**src/rtl/tokenizer_pkg.sv**
```systemverilog
`default_nettype none
// ============================================================================
// Module   : tokenizer_pkg
// Purpose  : Shared types and constants for the string tokenizer engine.
// Revision : 1.0 - initial release
// ============================================================================
package tokenizer_pkg;

  typedef enum logic [2:0] {
    S_IDLE    = 3'd0,
    S_RD_ADDR = 3'd1,
    S_RD_DATA = 3'd2,
    S_SCAN    = 3'd3,
    S_WR      = 3'd4,
    S_WR_END  = 3'd5
  } state_t;

  localparam logic [31:0] END_MARKER = 32'hFFFF_FFFF;
  localparam logic [7:0]  SEP_CHAR   = 8'h20;
  localparam logic [7:0]  TERM_CHAR  = 8'h00;

endpackage
`default_nettype wire

```
**src/rtl/tok_byte_classifier.sv**
```systemverilog
`default_nettype none
// ============================================================================
// Module   : tok_byte_classifier
// Purpose  : Combinational classification of one ASCII byte as string
//            terminator or token separator.
// Revision : 1.0 - initial release
// ============================================================================
module tok_byte_classifier
  import tokenizer_pkg::*;
(
  input  logic [7:0] ch,
  output logic       is_term,
  output logic       is_sep
);

  // Compare the byte against the two special characters.
  always_comb begin
    is_term = (ch == TERM_CHAR);
    is_sep  = (ch == SEP_CHAR);
  end

endmodule
`default_nettype wire

```
**src/rtl/tokenizer_engine.sv**
```systemverilog
`default_nettype none
// ============================================================================
// Module   : tokenizer_engine
// Purpose  : Reads a zero-terminated string word by word, splits it into
//            space-separated tokens and writes one {start,len} descriptor per
//            token followed by an end marker.
// Revision : 1.0 - initial release
// ============================================================================
module tokenizer_engine
  import tokenizer_pkg::*;
#(
  parameter int AXI_ADDR_WIDTH = 32,
  parameter int MAX_BYTES      = 4096
) (
  input  logic                      clk,
  input  logic                      resetn,
  input  logic                      START,
  input  logic [AXI_ADDR_WIDTH-1:0] STR_ADDR,
  input  logic [AXI_ADDR_WIDTH-1:0] OUT_ADDR,
  output logic                      IDLE,
  output logic                      rd_addr_valid,
  input  logic                      rd_addr_ready,
  output logic [AXI_ADDR_WIDTH-1:0] rd_addr,
  input  logic                      rd_data_valid,
  input  logic [31:0]               rd_data,
  output logic                      wr_valid,
  input  logic                      wr_ready,
  output logic [AXI_ADDR_WIDTH-1:0] wr_addr,
  output logic [31:0]               wr_data,
  output logic [15:0]               TOKEN_COUNT,
  output logic                      ERROR
);

  // Offset of the final byte allowed in one run; fits 16 bits for MAX_BYTES <= 65536.
  localparam logic [15:0] LAST_OFF = 16'(MAX_BYTES - 1);

  state_t                      state, state_n;
  logic [AXI_ADDR_WIDTH-1:0]   str_ptr, str_ptr_n;
  logic [AXI_ADDR_WIDTH-1:0]   out_ptr, out_ptr_n;
  logic [31:0]                 word, word_n;
  logic [1:0]                  lane, lane_n;
  logic [15:0]                 byte_off, byte_off_n;
  logic [15:0]                 tok_start, tok_start_n;
  logic [15:0]                 tok_len, tok_len_n;
  logic [15:0]                 token_count, token_count_n;
  logic                        in_tok, in_tok_n;
  logic                        error, error_n;
  // Set when the pending descriptor closes the run (terminator or byte limit).
  logic                        term_emit, term_emit_n;

  logic [7:0]                  cur_byte;
  logic                        is_term, is_sep;
  logic                        last_byte;
  logic [15:0]                 run_start;

  assign cur_byte    = word[{lane, 3'b000} +: 8];
  assign last_byte   = (byte_off == LAST_OFF);
  assign run_start   = in_tok ? tok_start : byte_off;
  assign IDLE        = (state == S_IDLE) && !START;
  assign TOKEN_COUNT = token_count;
  assign ERROR       = error;

  tok_byte_classifier u_classifier (
    .ch      (cur_byte),
    .is_term (is_term),
    .is_sep  (is_sep)
  );

  // State register.
  always_ff @(posedge clk) begin
    if (!resetn) state <= S_IDLE;
    else         state <= state_n;
  end

  // Datapath registers.
  always_ff @(posedge clk) begin
    if (!resetn) begin
      str_ptr     <= '0;
      out_ptr     <= '0;
      word        <= '0;
      lane        <= '0;
      byte_off    <= '0;
      tok_start   <= '0;
      tok_len     <= '0;
      token_count <= '0;
      in_tok      <= 1'b0;
      error       <= 1'b0;
      term_emit   <= 1'b0;
    end else begin
      str_ptr     <= str_ptr_n;
      out_ptr     <= out_ptr_n;
      word        <= word_n;
      lane        <= lane_n;
      byte_off    <= byte_off_n;
      tok_start   <= tok_start_n;
      tok_len     <= tok_len_n;
      token_count <= token_count_n;
      in_tok      <= in_tok_n;
      error       <= error_n;
      term_emit   <= term_emit_n;
    end
  end

  // Next-state, next-datapath and bus outputs.
  always_comb begin
    state_n       = state;
    str_ptr_n     = str_ptr;
    out_ptr_n     = out_ptr;
    word_n        = word;
    lane_n        = lane;
    byte_off_n    = byte_off;
    tok_start_n   = tok_start;
    tok_len_n     = tok_len;
    token_count_n = token_count;
    in_tok_n      = in_tok;
    error_n       = error;
    term_emit_n   = term_emit;
    rd_addr_valid = 1'b0;
    rd_addr       = '0;
    wr_valid      = 1'b0;
    wr_addr       = '0;
    wr_data       = '0;

    case (state)
      S_IDLE: begin
        if (START) begin
          str_ptr_n     = STR_ADDR;
          out_ptr_n     = OUT_ADDR;
          byte_off_n    = '0;
          token_count_n = '0;
          error_n       = 1'b0;
          in_tok_n      = 1'b0;
          state_n       = S_RD_ADDR;
        end
      end

      S_RD_ADDR: begin
        rd_addr_valid = 1'b1;
        rd_addr       = str_ptr;
        if (rd_addr_ready) state_n = S_RD_DATA;
      end

      S_RD_DATA: begin
        if (rd_data_valid) begin
          word_n    = rd_data;
          lane_n    = 2'd0;
          str_ptr_n = str_ptr + AXI_ADDR_WIDTH'(4);
          state_n   = S_SCAN;
        end
      end

      S_SCAN: begin
        byte_off_n = byte_off + 16'd1;
        if (last_byte && !is_term) error_n = 1'b1;
        if (is_term) begin
          if (in_tok) begin
            tok_len_n   = byte_off - tok_start;
            term_emit_n = 1'b1;
            in_tok_n    = 1'b0;
            state_n     = S_WR;
          end else begin
            state_n = S_WR_END;
          end
        end else if (is_sep) begin
          if (in_tok) begin
            tok_len_n   = byte_off - tok_start;
            term_emit_n = last_byte;
            in_tok_n    = 1'b0;
            state_n     = S_WR;
          end else if (last_byte) begin
            state_n = S_WR_END;
          end else begin
            lane_n  = lane + 2'd1;
            state_n = (lane == 2'd3) ? S_RD_ADDR : S_SCAN;
          end
        end else begin
          tok_start_n = run_start;
          in_tok_n    = 1'b1;
          if (last_byte) begin
            // The limit byte still belongs to the token, so it counts in the length.
            tok_len_n   = byte_off + 16'd1 - run_start;
            term_emit_n = 1'b1;
            in_tok_n    = 1'b0;
            state_n     = S_WR;
          end else begin
            lane_n  = lane + 2'd1;
            state_n = (lane == 2'd3) ? S_RD_ADDR : S_SCAN;
          end
        end
      end

      S_WR: begin
        wr_valid = 1'b1;
        wr_addr  = out_ptr;
        wr_data  = {tok_start, tok_len};
        if (wr_ready) begin
          out_ptr_n     = out_ptr + AXI_ADDR_WIDTH'(4);
          token_count_n = token_count + 16'd1;
          if (term_emit) begin
            state_n = S_WR_END;
          end else begin
            lane_n  = lane + 2'd1;
            state_n = (lane == 2'd3) ? S_RD_ADDR : S_SCAN;
          end
        end
      end

      S_WR_END: begin
        wr_valid = 1'b1;
        wr_addr  = out_ptr;
        wr_data  = END_MARKER;
        if (wr_ready) state_n = S_IDLE;
      end

      default: state_n = S_IDLE;
    endcase
  end

endmodule
`default_nettype wire

```
**config.mk**
```make
export PLATFORM = sky130hd
export DESIGN_NAME = tokenizer_engine
export DESIGN_NICKNAME = d
export VERILOG_FILES = /design/src/rtl/tokenizer_pkg.sv /design/src/rtl/tok_byte_classifier.sv /design/src/rtl/tokenizer_engine.sv
export SDC_FILE = /design/constraint.sdc
export NUM_CORES = 1
export LEC_CHECK = 0
export ABC_AREA = 1
export CAP_MARGIN = 30
export CELL_PAD_IN_SITES_DETAIL_PLACEMENT = 1
export CELL_PAD_IN_SITES_GLOBAL_PLACEMENT = 2
export CORE_ASPECT_RATIO = 0.6
export CORE_MARGIN = 2
export CORE_UTILIZATION = 30
export CTS_CLUSTER_SIZE = 25
export DETAILED_ROUTE_END_ITERATION = 12
export GPL_TIMING_DRIVEN = 0
export PLACE_DENSITY_LB_ADDON = 0.1
export SYNTH_ARGS = -nofsm -noshare
export SYNTH_HDL_FRONTEND = slang
export SYNTH_SLANG_ARGS = --single-unit
```
**constraint.sdc**
```tcl
create_clock -name clk -period 6.7 [get_ports clk]
set_clock_uncertainty 0.15 [all_clocks]
set_input_delay 0.67 -clock clk [delete_from_list [all_inputs] [get_ports clk]]
set_output_delay 0.67 -clock clk [all_outputs]
set_load 0.01 [all_outputs]
```
==> impl_results.md <==
* Fin cells at 2605
* Worst-Margin Slew at 0.992 ns
* Slowest cell on the critical path: nor3_1
* Worst-Skew Late Latency at 0.47 ns
* DR iter-0 viols at 1053
* Largest net degree at the start of global routing at 20
* CP endpoint: rd_addr[12]
* CTS tree: done
* Post-route clock period utilization at 66.5%
* Post-synth EDFFs at 0
* Setup repair bufs after CTS at 0
* CP Cell Sequence: buf_2 > clkinv_1 > nor3_1 > inv_1 > clkbuf_1 > nor2_1 > clkdlybuf4s50_1
* First-pass GRT wire length at 81.7 mm
* Layout cells sized above 1 at 4.16%
* Cell taking the most area after synthesis: dfxtp_1
* Vias per cell at 5.21
* H-tree depth at 4
* Critical Path End Type: primary output
* Slew Limit Fails at 0
* Place WS at 2.61 ns
* Post-layout min period at 4.46 ns
* Met1 global-route usage at 40.3%
* Grt total ovfl at 0
* Post-synth top area share at 29.3%
* Std cell rows at 55
* Initial antenna violation count at 1
* Post-synthesis compound-gate area fraction at 20.7%
* Total number of yosys warnings at 0
* Layout fillers at 4919
* Share of async-settable or async-resettable flops after synthesis at 0%
* Grt met2 use at 39.2%
* Detailed placement HPWL at 43.0 mm
* Top Family by Delay on Critical Path: buffers and inverters
* Clock Pin Slew Worst Setup and Hold Paths at 0.08 ns
* Crit path DAT at 3.64 ns
* Required @ worst endpoint at 5.88 ns
* Synth Area in Simple Gates at 32.1%
* Routability Congestion at 0.902
* CP startpoint: state[0]
* Mean post-synth cell area at 6.22 um2
* Most frequent cells in the layout: nand2_1, nor2_1, clkdlybuf4s50_1
* Status: completed
* CTS buffer count at 17
* Post-placement cell count at 2572
* Max Freq at 0.224 GHz
* Setup WS post-layout at 2.24 ns
* Final setup viols at 0
* Number of cells on the critical path at 7
* Via Count at 13600
* Total wire length at 53.9 mm
* Total chip power at 5.80 mW
* Hold_buf cts at 0
* Antenna viol nets, final at 0
* Remaining routing DRC violations at 0
* GRT met3 Usage at 5.20%
* Buf/Inv on CP at 5
* Crit start category: flop
* Post-synthesis xor/xnor area fraction at 3.29%
* Top-level port count at 218
* Max-cap violations at 0
* Max Buffers Root-to-Sink at 2
* Setup TNS Final at 0 ns
* Power density cells at 389 mW/mm2
* Utilization after layout at 39.6%
* Core ar. at 0.0376 mm2
* Root buffer cell: clkbuf_16
* CP Max Fanout at 10
* Leak at 5.87 nW
* Sinks on Clock Net at 168
* Worst Reg-to-Reg Cells at 19
* GRT Overall Usage at 26.8%
* Final #Nets at 2217
* Ranking of synthesized cells by area: dfxtp_1, nand2_1, nor2_1
* Global route hottest layer: met1
* Area Growth Syn to Fin at 30.1%
* Register bit total from synthesis at 168
* Syn Nets at 1981
* Sequential fraction of the synthesis area at 29.3%
* Mapped Cells at 1842
* CP peak stage delay at 0.61 ns
* Die area at 0.0398 mm2
* Die Wd at 256 um
* Reg2reg setup slack at 2.57 ns
* RSZ-0062 raised after global routing: no
* WL/cell at 20.7 um
* Worst rel slew slack at 33.9%
* PortBufs at 217
* Hold Path Class: reg -> reg
* Synth unique cells at 45
* Vias in the first global route at 13500
* Post-Syn Area at 0.0115 mm2
* Worst r2r src: byte_off[1]
* Adder and majority gate portion of the synthesized area at 4.17%
* VDD IR-drop max at 0.183 mV
* Mux cell area share after synthesis at 0%
* Commonest non-fill, non-tap cell in the layout: nand2_1
* Drt pass-1 iters at 5
* Synth Flop Type: dfxtp_1
* Initial core utilization at 30.4%
* CP Class: reg -> out
* Final Hold Vio Count at 0
* # resized after CTS at 0
* Die Ht at 155 um
* Largest family of logic cells by synthesized area: simple AND/OR/NAND/NOR gates
* RR Endpoint: tok_len[15]
-- synthesized netlist by cell type, drive strengths merged (4+ instances only) --
master and instances:
a211oi 8, a221oi 19, clkbuf 54, xor2 36, nor3 40, nand3b 5
a21oi 183, xnor2 7, nand2 375, nand4 29, dfxtp 168, nor2 279
a31oi 8, o21bai 7, a21o 4, o21ai 156, buf 26, ha 35
o32ai 9, nor4 10, o211ai 16, nand3 128, inv 221
-- how the worst min path moves through the flow --
stage / slack, ns / startpoint / cells after the start / end
6_report: 0.31 / str_ptr[0] / 2 / str_ptr[0]
5_1_grt: 0.33 / word[30] / 2 / word[30]
4_1_cts: 0.31 / str_ptr[0] / 2 / str_ptr[0]
3_5_place_dp: 0.30 / str_ptr[0] / 2 / str_ptr[0]
3_3_place_gp: 0.29 / str_ptr[1] / 2 / str_ptr[1]
2_1_floorplan: 0.28 / word[14] / 2 / word[14]
-- tightest hold or removal path, cell delays in order (launching register included) --
cell     delay [ns]
dfxtp_1        0.30
inv_1          0.06
a21oi_1        0.05
-- layout make-up --
cell class	count	area (um2)	area share [%]
Multi-Input combinational cell	1371	6910	46.3
Sequential cell	168	3360	22.6
Timing Repair Buffer	217	2170	14.6
Inverter	223	837	5.61
Tap cell	513	642	4.30
Clock buffer	17	425	2.85
Buffer	80	354	2.37
Clock inverter	15	210	1.41
Antenna cell	1	2.50	0.0168
-- routing by layer --
layer,up-vias,routed length [um]
met3,33,3450
met4,0,605
met2,360,22100
met1,6609,27800
li1,6583,-
met5,-,0
-- kinds of logic after synthesis --
logic type,Yosys count
buf+inv,303
compound gates,420
xor+xnor,43
simple gates,871
fa+ha+maj,37
flops,168
-- stage by stage --
stage	instance area [um2]	hold WS, ns
CTS	14900	0.311
global route	14900	0.333
finish	14900	0.306
floorplan	11500	0.279
detailed placement	14300	0.299
global placement	14300	0.290
-- report_power, final --
part,leakage [nW],internal [mW],switching (mW)
registers,1.37,1.27,0.289
clock network,0.305,0.544,0.555
logic,4.19,1.00,2.14
total,5.87,2.82,2.98
-- flip-flops by register name (all words and copies together), names as in the netlist --
signal / flops
out_ptr: 32
str_ptr: 32
word: 32
TOKEN_COUNT: 16
byte_off: 16
tok_len: 16
tok_start: 16
state: 3
lane: 2
ERROR: 1
in_tok: 1
term_emit: 1
Power figures use the tool's default switching activity.
